<file path="config.mk">
export PLATFORM = sky130hd
export DESIGN_NAME = elastic_pipe_buffer
export DESIGN_NICKNAME = d
export VERILOG_FILES = /design/src/rtl/pipe_pkg.sv /design/src/rtl/pipe_buf_mem.sv /design/src/rtl/elastic_pipe_buffer.sv
export SDC_FILE = /design/constraint.sdc
export NUM_CORES = 1
export LEC_CHECK = 0
export ABC_AREA = 1
export CAP_MARGIN = 0
export CORE_ASPECT_RATIO = 0.5
export CORE_MARGIN = 2
export CORE_UTILIZATION = 30
export CTS_CLUSTER_DIAMETER = 150
export CTS_CLUSTER_SIZE = 16
export DETAILED_ROUTE_END_ITERATION = 10
export RECOVER_POWER = 100
export SLEW_MARGIN = 20
export SYNTH_ARGS = -nofsm -noshare
export SYNTH_HDL_FRONTEND = slang
export SYNTH_SLANG_ARGS = --single-unit
</file>
<file path="constraint.sdc">
create_clock -name Clk -period 4.58 [get_ports Clk]
set_input_delay 0.916 -clock Clk [delete_from_list [all_inputs] [get_ports Clk]]
set_output_delay 0.916 -clock Clk [all_outputs]
set_load 0.05 [all_outputs]
</file>
<file path="src/rtl/pipe_pkg.sv">
// Shared pipeline-buffer definitions: stage payload widths, default depth and a
// constant-foldable ceil(log2) helper used to size counters and pointers.
package pipe_pkg;

  localparam int IF_ID_W       = 64;
  localparam int ID_EX_W       = 134;
  localparam int EX_MEM_W      = 106;
  localparam int MEM_WB_W      = 58;
  localparam int DEFAULT_DEPTH = 2;

  function automatic int clog2(input int value);
    int result;
    result = 0;
    for (int v = value - 1; v > 0; v = v >> 1) begin
      result = result + 1;
    end
    return result;
  endfunction

endpackage

</file>
<file path="src/rtl/pipe_buf_mem.sv">
// DEPTH x WIDTH register array: one synchronous write port, one asynchronous read port.
// Contents are deliberately not reset.
module pipe_buf_mem
  import pipe_pkg::*;
#(
  parameter int WIDTH = IF_ID_W,
  parameter int DEPTH = DEFAULT_DEPTH,
  parameter int PW    = (DEPTH > 1) ? clog2(DEPTH) : 1
) (
  input  logic             clk,
  input  logic             wr_en,
  input  logic [PW-1:0]    wr_addr,
  input  logic [WIDTH-1:0] wr_data,
  input  logic [PW-1:0]    rd_addr,
  output logic [WIDTH-1:0] rd_data
);

  logic [WIDTH-1:0] mem_q [DEPTH];

  always_ff @(posedge clk) begin
    if (wr_en) begin
      mem_q[wr_addr] <= wr_data;
    end
  end

  assign rd_data = mem_q[rd_addr];

endmodule

</file>
<file path="src/rtl/elastic_pipe_buffer.sv">
// Elastic DEPTH-entry inter-stage pipeline buffer with valid/ready handshake, flush and count.
// Optional feature: define ELASTIC_BUF_FALLTHROUGH_EN for a zero-latency bypass when empty.
module elastic_pipe_buffer
  import pipe_pkg::*;
#(
  parameter int WIDTH = IF_ID_W,
  parameter int DEPTH = DEFAULT_DEPTH
) (
  input  logic                        Clk,
  input  logic                        Rst,
  input  logic                        Flush,
  input  logic                        InValid,
  output logic                        InReady,
  input  logic [WIDTH-1:0]            InData,
  output logic                        OutValid,
  input  logic                        OutReady,
  output logic [WIDTH-1:0]            OutData,
  output logic [clog2(DEPTH+1)-1:0]   Count
);

  localparam int CW = clog2(DEPTH + 1);
  localparam int PW = (DEPTH > 1) ? clog2(DEPTH) : 1;
  localparam logic [CW-1:0] DEPTH_C  = CW'(DEPTH);
  localparam logic [PW-1:0] PTR_LAST = PW'(DEPTH - 1);

  logic [CW-1:0]    count_q, count_d;
  logic [PW-1:0]    wr_ptr_q, wr_ptr_d;
  logic [PW-1:0]    rd_ptr_q, rd_ptr_d;
  logic [WIDTH-1:0] rd_data;
  logic             empty;
  logic             push;
  logic             pop;

  assign empty   = (count_q == '0);
  assign InReady = Rst & ~Flush & (count_q < DEPTH_C);
  assign Count   = count_q;

`ifdef ELASTIC_BUF_FALLTHROUGH_EN
  logic bypass;

  // An empty buffer hands the incoming word straight through; it is only stored if not taken.
  assign bypass   = Rst & empty & InValid & ~Flush;
  assign OutValid = (~Flush & ~empty) | bypass;
  assign OutData  = bypass ? InData : (empty ? '0 : rd_data);
  assign push     = InValid & InReady & ~(bypass & OutReady);
  assign pop      = OutValid & OutReady & ~empty;
`else
  assign OutValid = ~Flush & ~empty;
  assign OutData  = empty ? '0 : rd_data;
  assign push     = InValid & InReady;
  assign pop      = OutValid & OutReady;
`endif

  always_comb begin
    count_d  = count_q;
    wr_ptr_d = wr_ptr_q;
    rd_ptr_d = rd_ptr_q;
    if (Flush) begin
      count_d  = '0;
      wr_ptr_d = '0;
      rd_ptr_d = '0;
    end else begin
      if (push) begin
        wr_ptr_d = (wr_ptr_q == PTR_LAST) ? '0 : wr_ptr_q + PW'(1);
      end
      if (pop) begin
        rd_ptr_d = (rd_ptr_q == PTR_LAST) ? '0 : rd_ptr_q + PW'(1);
      end
      if (push && !pop) begin
        count_d = count_q + CW'(1);
      end else if (pop && !push) begin
        count_d = count_q - CW'(1);
      end
    end
  end

  always_ff @(posedge Clk or negedge Rst) begin
    if (!Rst) begin
      count_q  <= '0;
      wr_ptr_q <= '0;
      rd_ptr_q <= '0;
    end else begin
      count_q  <= count_d;
      wr_ptr_q <= wr_ptr_d;
      rd_ptr_q <= rd_ptr_d;
    end
  end

  pipe_buf_mem #(
    .WIDTH (WIDTH),
    .DEPTH (DEPTH),
    .PW    (PW)
  ) u_mem (
    .clk     (Clk),
    .wr_en   (push),
    .wr_addr (wr_ptr_q),
    .wr_data (InData),
    .rd_addr (rd_ptr_q),
    .rd_data (rd_data)
  );

endmodule

</file>
======== After elaboration in Yosys (flattened, before gate mapping) ========
Memories as Yosys holds them, arrays and structs flattened.
Cells that the tools add are included.
storage, ports and cells
  flip-flop bits (word level) ............. 4
  bits in latches ......................... 0
  RAM bits ................................ 128
  memory bits (read-only) ................. 0
  input port bits ......................... 69
  output and inout port bits .............. 68
  logic and storage cells ................. 36
  memories kept ........................... 1
cells by class
  $add $sub $neg .......................... 4
  $mul .................................... 0
  div/mod/pow operators ................... 0
  $lt $le $gt $ge ......................... 1
  eq/ne operators ......................... 0
  shift-type cells ........................ 0
  mux-type cells .......................... 12
  bitwise gates (word level) .............. 7
  reductions and logical operators ........ 8
memory list
  name         depth  width  rd ports  clocked after Yosys merged registers in  write ports  RTL line            text
  u_mem.mem_q  2      64     1         0                                        1            pipe_buf_mem.sv:18  logic [WIDTH-1:0] mem_q [DEPTH];
operators by type and width
  operator                                           count
  two-way mux 64 bit                                 1
  two-way mux 1 bit                                  8
  two-way mux 2 bit                                  3
  AND 1 bit                                          5
  nonzero test 2 bit                                 2
  nonzero test 3 bit                                 1
  adder 1 bit (second input constant)                2
  adder 2 x 1 -> 2 bit (second input constant)       1
  logical AND 1 bit                                  2
  logical NOT 1 bit                                  2
  logical NOT 2 bit                                  1
  < comparator 2 bit (second input constant)         1
  NOT 1 bit                                          2
  subtractor 2 x 1 -> 2 bit (second input constant)  1

======== Depth between registers and ports, before layout ========
Gate-level depths: netlist (run 1).
  word-level depth ........................ 9
  mapped depth ............................ 9
  gate-level depth less buffers ........... 9

======== Cells and area by module ========
Synthesis (run 1) repeated with hierarchy kept, for this count alone.
second synthesis, totals
  cell total of the unflattened synthesis .. 509
  area, all modules ....................... 5477.8 um^2
by module, submodules not included
  module               instances  cells an instance  area an instance (um^2)
  pipe_buf_mem         1          338                4703.3
  elastic_pipe_buffer  1          171                774.5

======== Least setup slack after synthesis (run 1) ========
OpenSTA, ideal clock, no wires.
  path kind ............................... input port to flip-flop
  start ................................... input port Flush
  end ..................................... memory u_mem.mem_q[1][0] (netlist name), enable pin
  setup time .............................. 0.488 ns
  data arrival time ....................... 3.905 ns
  required time ........................... 4.092 ns
  setup slack ............................. 0.187 ns
  cell stages on the path ................. 3
  buffers on the path ..................... 0
  path through ............................ inv_1 nand4_1 nor2_1
between the ends
  cells in the longest elaborated chain, start to end .. 6
ends and longest elaborated chain
  element                                  RTL line                   text
  start: declaration                       elastic_pipe_buffer.sv:11  input logic Flush,
  NOT 1 bit                                elastic_pipe_buffer.sv:35  assign InReady = Rst & ~Flush & (count_q < DEPTH_C);
  AND 1 bit (2 in a row)                   elastic_pipe_buffer.sv:35
  AND 1 bit                                elastic_pipe_buffer.sv:50  assign push = InValid & InReady;
  two-way mux 1 bit                        pipe_buf_mem.sv:21         if (wr_en) begin
  two-way mux 1 bit (not written as such)  pipe_buf_mem.sv:22         mem_q[wr_addr] <= wr_data;
  end: declaration                         pipe_buf_mem.sv:18
No other way between the ends.

======== Final worst setup path (run 1) ========
  start ................................... input port Rst
  end ..................................... output port InReady
between the ends
  cells in the longest elaborated chain, start to end .. 2
ends and longest elaborated chain
  element                 RTL line                   text
  start: declaration      elastic_pipe_buffer.sv:10  input logic Rst,
  AND 1 bit (2 in a row)  elastic_pipe_buffer.sv:35
  end: declaration        elastic_pipe_buffer.sv:13  output logic InReady,
No other way between the ends.

==> implementation parameters, run 1 <==
Parameter                              Value

Global routing
  Pin count of the biggest net entering global routing    67
  First-pass GRT wire length    17200 um
  Remaining global-route overflow    0
  Global routing usage summed across all routing layers    0.1291
  Number of antenna violations at the first check in global routing    0
  Via count of the first global-routing pass    approximately 3300

Synth
  Part of the Yosys area used for sequential elements    0.7872
  Compound-Gate Fraction of Synth Area    0.06593
  Synthesized netlist cell count    around 380
  Number of register bits inferred by synthesis    roughly 130
  Portion of netlist area occupied by mux cells    0
  Basic-gate share of the synthesized area counting and, or, nand and nor cells    0.1191
  Post-Syn Area per Cell    around 13 um2
  Combinational family with the most area after synthesis    simple AND/OR/NAND/NOR gates
  Summed instance area of the synthesized netlist    approximately 5000 um2
  Post-synth top area cell    sky130_fd_sc_hd__edfxtp_1
  Main area contributors after synthesis    sky130_fd_sc_hd__edfxtp_1 77%, sky130_fd_sc_hd__nand2_1 10%, sky130_fd_sc_hd__a21oi_1 6.4%
  Count of yosys warnings during synthesis    0
  Netlist cell types    16
  Synth top area share    0.7672
  Xor and xnor fraction of the mapped netlist area    0
  Post-Synthesis Net Count    between 400 and 500
  Post-synthesis share of cell area spent on full adders, half adders and majority gates    0

Timing
  Final period demand of the worst path    ~3.6 ns
  Fmax    276.3 MHz
  Setup violation total in the final timing report    0
  Final worst clock skew    0.005019 ns
  Post-route clock period utilization    0.7902
  Setup repair after global routing missed its margin    no
  Total negative slack for setup checks    0 ns
  Worst slew pin tran    around 1.2 ns
  Final count of pins violating max slew    0
  Hold Fails Final Rpt    0
  Worst slew margin    0.2201

Clock tree
  Setup repair bufs after CTS    0
  TritonCTS clock tree    built
  H-tree depth reported by CTS    4
  Clock insertion delay at the later pin of the skew report    about 0.40 ns
  Cell at the root of the clock tree    sky130_fd_sc_hd__clkbuf_16
  Number of hold-repair buffers added at the cts stage    0
  Sink count of the clock tree    between 100 and 150
  Max Buffers Root-to-Sink    2
  Cts repair resizes    0
  Total CTS buffers    17
  Worst-path clk slew    approximately 0.060 ns

Pwr
  Total power draw    4.853 mW
  Power per cell area    approximately 670 nW/um2
  LEAKAGE    about 2.7 nW
  Maximum vdd drop    between 0.2 and 0.3 mV

Setup path
  Kind of start point of the critical path    input pin
  Largest fanout of any net on the critical path    6
  Internal reg-to-reg setup slack    2.12 ns
  Worst R2R End    u_mem.mem_q[1][20]
  Worst setup path category    input pin to primary output
  Category of the worst setup path capture point    primary output
  Worst R2R Path Depth    4
  Arr. time, crit path    2.70 ns
  Required time at the worst-slack endpoint    between 3 and 4 ns
  Critical register-to-register path startpoint    Count[1]

Status
  Result of the run    complete, no violations

Route
  Average via count per standard cell    approximately 4.3
  DRC viols    0
  Final ANT Viol Nets    0
  Detailed-route wire length per cell    between 15 and 20 um
  Final routed wirelength across all metal layers    roughly 11000 um
  First-pass DRT Iterations    4
  DRC violation total after the first TritonRoute iteration    about 170
  Via Count    3281

Floorplanning
  Width of the chip    186.8 um
  Die Area    17810 um2
  Core Area    16350 um2
  Num rows    33
  Die outline height    between 90 and 100 um
  IO Count    roughly 140
  Initial cell density of the core    0.3064

Final layout
  Most common cell after layout, fill and taps aside    sky130_fd_sc_hd__nand2_1
  Fraction of final layout cells with drive strength greater than 1    0.07721
  Post-layout utilization of the core    0.4461
  Post-route design area    approximately 7300 um2
  Commonest cells after routing, fill and taps aside    137 x sky130_fd_sc_hd__nand2_1, 132 x sky130_fd_sc_hd__dlygate4sd3_1, 128 x sky130_fd_sc_hd__edfxtp_1
  Layout net count    a little under 600
  Number of filler cells placed in the layout    1513
  Diodes inserted    0
  Area added between synthesis and finish    45.58%

Place
  Number of buffers inserted by port buffering    136
  Placed cell areas    roughly 6700 um2
  Total half-perimeter wirelength after legalization and detailed placement    between 6000 and 7000 um
  Placer congestion estimate    0.7457

Worst hold path
  Sink of the worst hold path    Count[1]
  Worst min-delay path startpoint    Count[1]
  Hold Path Stages    2
  Path category of the worst min-delay check    flop to flop

Run
  Max-cap viol count    0
[worst max path at each step]
stage | startpoint | to | cells past startpoint
6_report | Rst | InReady | 4
5_1_grt | rd_ptr_q | OutData[21] | 4
4_1_cts | rd_ptr_q | OutData[13] | 4
3_5_place_dp | Rst | InReady | 4
3_3_place_gp | Rst | InReady | 4
2_1_floorplan | Flush | u_mem.mem_q[1][0] | 3
[registers in the layout, summed over array words and instances, names as in the netlist]
| signal | count |
|---|---|
| rd_ptr_q | 1 |
| u_mem.mem_q | 128 |
| Count | 2 |
| wr_ptr_q | 1 |
[metrics by stage]
| stage | setup WS [ns] | hold slack [ns] | std cells |
|---|---|---|---|
| global route | 0.8281 | 0.6406 | 758 |
| global placement | 1.105 | 0.5776 | 726 |
| finish | 0.9608 | 0.5892 | 758 |
| floorplan | 0.1874 | 0.5235 | 378 |
| detailed placement | 1.098 | 0.5809 | 726 |
| CTS | 1.067 | 0.5954 | 758 |
[area by class of cell]
class	instances	area (um2)	share of cell area
Sequential cell	132	3945	0.5409
Timing Repair Buffer	141	1449	0.1987
Multi-Input combinational cell	218	924.6	0.1268
Clock buffer	17	425.4	0.05833
Tap cell	227	284.0	0.03894
Clock inverter	15	235.2	0.03225
Inverter	8	30.03	0.004117
[metal layers]
metal  track usage  wire [um]  vias up
li1              -          -     1612
met1        0.1471       4748     1614
met2        0.2419       6279       47
met3       0.02724        306        8
met4       0.05159        114        0
met5             0          0        -
[cells in the mapped netlist]
cell type,n
sky130_fd_sc_hd__clkbuf_1,3
sky130_fd_sc_hd__buf_4,5
sky130_fd_sc_hd__nand2_2,3
sky130_fd_sc_hd__inv_2,1
sky130_fd_sc_hd__nand2_1,136
sky130_fd_sc_hd__a21oi_1,64
sky130_fd_sc_hd__buf_2,12
sky130_fd_sc_hd__nand3_2,1
sky130_fd_sc_hd__nand3_1,4
sky130_fd_sc_hd__nor2_2,2
sky130_fd_sc_hd__dfrtp_1,4
sky130_fd_sc_hd__inv_1,7
sky130_fd_sc_hd__edfxtp_1,128
sky130_fd_sc_hd__nor2_1,5
sky130_fd_sc_hd__o21ai_0,2
sky130_fd_sc_hd__nand4_1,1
[critical path, stage by stage]
cell	delay, ns
sky130_fd_sc_hd__dlygate4sd3_1	0.69
sky130_fd_sc_hd__nand3_1	0.16
sky130_fd_sc_hd__inv_1	0.08
sky130_fd_sc_hd__dlygate4sd3_1	0.87
[where the power goes]
| group | switching [mW] | internal (mW) | total (mW) |
|---|---|---|---|
| Sequential | 0.0215 | 1.38 | 1.40 |
| Clock | 0.499 | 1.02 | 1.51 |
| Combinational | 1.43 | 0.505 | 1.94 |
| Total | 1.95 | 2.90 | 4.85 |
[cell families after synthesis]
group,Yosys count
DFF,132
buffers and inverters,28
AOI/OAI and AO/OA,66
and+or+nand+nor,152
(Power assumes the default switching activity.)
==> inputs of run 2 (changes only) <==
==> constraint.sdc (replaced) <==
create_clock -name Clk -period 3.4 [get_ports Clk]
set_input_delay 0.68 -clock Clk [delete_from_list [all_inputs] [get_ports Clk]]
set_output_delay 0.68 -clock Clk [all_outputs]
set_load 0.05 [all_outputs]
==> run 2 against run 1 <==
  * Hold slack worse by 0.039 ns
  * Largest cell class unchanged
  * Largest power group unchanged
  * Clock power is 28% higher
  * Register-to-register slack got worse by 1.2 ns
  * Critical path depth unchanged
  * Clock skew grew 0.0058 ns
  * Count of clock-buffer cells in the layout is 1 higher
==> implementation parameters, run 2 (synthesis results as in run 1) <==
Parameter                              Value

Setup path
  Worst setup path category    input pin to primary output
  Internal reg-to-reg setup slack    a little under 0.9 ns
  Largest fanout of any net on the critical path    6
  Category of the worst setup path capture point    primary output
  Critical register-to-register path startpoint    Count[1]
  Required time at the worst-slack endpoint    approximately 2.7 ns
  Kind of start point of the critical path    input pin
  Worst R2R End    u_mem.mem_q[1][32]
  Worst R2R Path Depth    4
  Arr. time, crit path    2.40 ns

Global routing
  Met1 usage in global routing    0.1621
  Global routing's busiest layer    met2
  Remaining global-route overflow    0
  GR Util met2    0.2395
  Number of antenna violations at the first check in global routing    1
  Global routing usage summed across all routing layers    0.1341
  Pin count of the biggest net entering global routing    67
  Met3 usage in global routing    0.02540
  Via count of the first global-routing pass    roughly 3400
  First-pass GRT wire length    about 18000 um

Final layout
  Commonest cells after routing, fill and taps aside    137 x sky130_fd_sc_hd__nand2_1, 128 x sky130_fd_sc_hd__edfxtp_1, 67 x sky130_fd_sc_hd__dlygate4sd3_1
  Most common cell after layout, fill and taps aside    sky130_fd_sc_hd__nand2_1
  Layout net count    589
  Fraction of final layout cells with drive strength greater than 1    0.1557
  Register bank with the most flops    u_mem.mem_q
  Number of filler cells placed in the layout    about 1500
  Max FFs per register    between 100 and 150
  Area added between synthesis and finish    49.03%

Route
  Detailed-route wire length per cell    ~15 um
  Final routed wirelength across all metal layers    roughly 12000 um
  Average via count per standard cell    approximately 4.3
  First-pass DRT Iterations    4
  DRC viols    0
  DRC violation total after the first TritonRoute iteration    about 210
  Final ANT Viol Nets    0
  Via Count    3272

Status
  Result of the run    complete, no violations

Worst hold path
  Worst min-delay path startpoint    Count[1]
  Hold Path Stages    2
  Path category of the worst min-delay check    flop to flop
  Sink of the worst hold path    Count[1]

Timing
  Final period demand of the worst path    slightly above 3 ns
  Setup violation total in the final timing report    0
  Worst slew margin    0.03908
  Setup repair after global routing missed its margin    no
  Hold Slack    roughly 0.55 ns
  Final worst clock skew    around 0.011 ns
  Fmax    between 300 and 400 MHz
  Total negative slack for setup checks    0 ns
  Hold Fails Final Rpt    0
  Worst slew pin tran    between 1 and 1.5 ns
  Post-route clock period utilization    0.9057
  Final count of pins violating max slew    0

Place
  Number of buffers inserted by port buffering    between 100 and 150
  Total half-perimeter wirelength after legalization and detailed placement    7354 um
  Placer congestion estimate    0.7233

Floorplanning
  Width of the chip    186.8 um
  Initial cell density of the core    0.3064
  Die Area    17810 um2
  Num rows    33
  IO Count    between 100 and 150
  Core Area    ~16000 um2
  Die outline height    ~95 um

Clock tree
  Worst-path clk slew    around 0.06 ns
  Total CTS buffers    17
  Cell at the root of the clock tree    sky130_fd_sc_hd__clkbuf_16
  Number of hold-repair buffers added at the cts stage    0
  Clock insertion delay at the later pin of the skew report    slightly above 0.4 ns
  Max Buffers Root-to-Sink    2
  Sink count of the clock tree    between 100 and 150
  H-tree depth reported by CTS    4
  Setup repair bufs after CTS    0
  Cts repair resizes    0
  TritonCTS clock tree    built

Run
  Max-cap viol count    0

Pwr
  Power per cell area    approximately 900 nW/um2
  LEAKAGE    approximately 2.7 nW
  Maximum vdd drop    around 0.4 mV
==> run 2: changes by cell type in the layout (fill, tap and decap cells not counted), moves of 2 or more <==
cell                            before  now
sky130_fd_sc_hd__dlygate4sd3_1     132   67
sky130_fd_sc_hd__buf_12              4   40
sky130_fd_sc_hd__clkbuf_1            0   26
sky130_fd_sc_hd__clkbuf_2            0    5
sky130_fd_sc_hd__clkinv_4            1    6
sky130_fd_sc_hd__bufinv_16           6    4
sky130_fd_sc_hd__clkinv_1            2    0
sky130_fd_sc_hd__clkinv_2            3    1
==> run 2: report_power, final <==
part           leakage [nW]  total [mW]  switching (mW)  internal, mW
Sequential             1.21        1.88          0.0253          1.86
Clock                 0.305        1.93           0.694          1.24
Combinational          1.18        3.04            2.05         0.992
Total                  2.69        6.86            2.77          4.09
==> run 2: worst max-delay path, cell delays in order <==
cell and delay (ns):
sky130_fd_sc_hd__dlygate4sd3_1 0.69, sky130_fd_sc_hd__nand3_1 0.16, sky130_fd_sc_hd__inv_1 0.08, sky130_fd_sc_hd__clkdlybuf4s50_1 0.79
==> run 2: worst max-delay path by stage <==
stage          depth (start not counted)  startpoint                end  slack, ns
3_3_place_gp                           4         Rst            InReady       0.39
2_1_floorplan                          3       Flush  u_mem.mem_q[1][0]       0.29
5_1_grt                                5    rd_ptr_q        OutData[39]       0.16
6_report                               4         Rst            InReady       0.32
3_5_place_dp                           4         Rst            InReady       0.38
4_1_cts                                4         Rst            InReady       0.38
==> run 2: cell type report <==
class | instances | area (um2) | area share
multi-input cells | 218 | 924.6 | 0.1238
flip-flops and latches | 132 | 3945 | 0.5284
diodes | 1 | 2.502 | 0.0003352
clock buffers | 18 | 429.2 | 0.05748
repair buffers | 143 | 1648 | 0.2207
well taps | 227 | 284.0 | 0.03804
clock inverters | 14 | 202.7 | 0.02715
inverters | 8 | 30.03 | 0.004022
==> run 2: metal layers <==
layer | share of wire | up-vias | wire, um
met5 | 0 | - | 0
met4 | 0.016 | 0 | 187
met3 | 0.022 | 16 | 261
met2 | 0.53 | 50 | 6225
met1 | 0.43 | 1590 | 5045
li1 | - | 1616 | -
==> run 2: stage by stage <==
stage | setup slack, ns | utilization | power (mW) | area, um2 | instances
final | 0.3205 | 0.4566 | 6.857 | 7466 | 761
after global placement | 0.3885 | 0.4480 | 5.544 | 7326 | 728
after floorplan | 0.2921 | - | 3.742 | 5015 | 378
after CTS | 0.3822 | 0.4867 | 7.489 | 7958 | 760
after detailed placement | 0.3820 | 0.4480 | 5.555 | 7326 | 728
after global routing | 0.1619 | 0.4566 | 7.143 | 7466 | 761
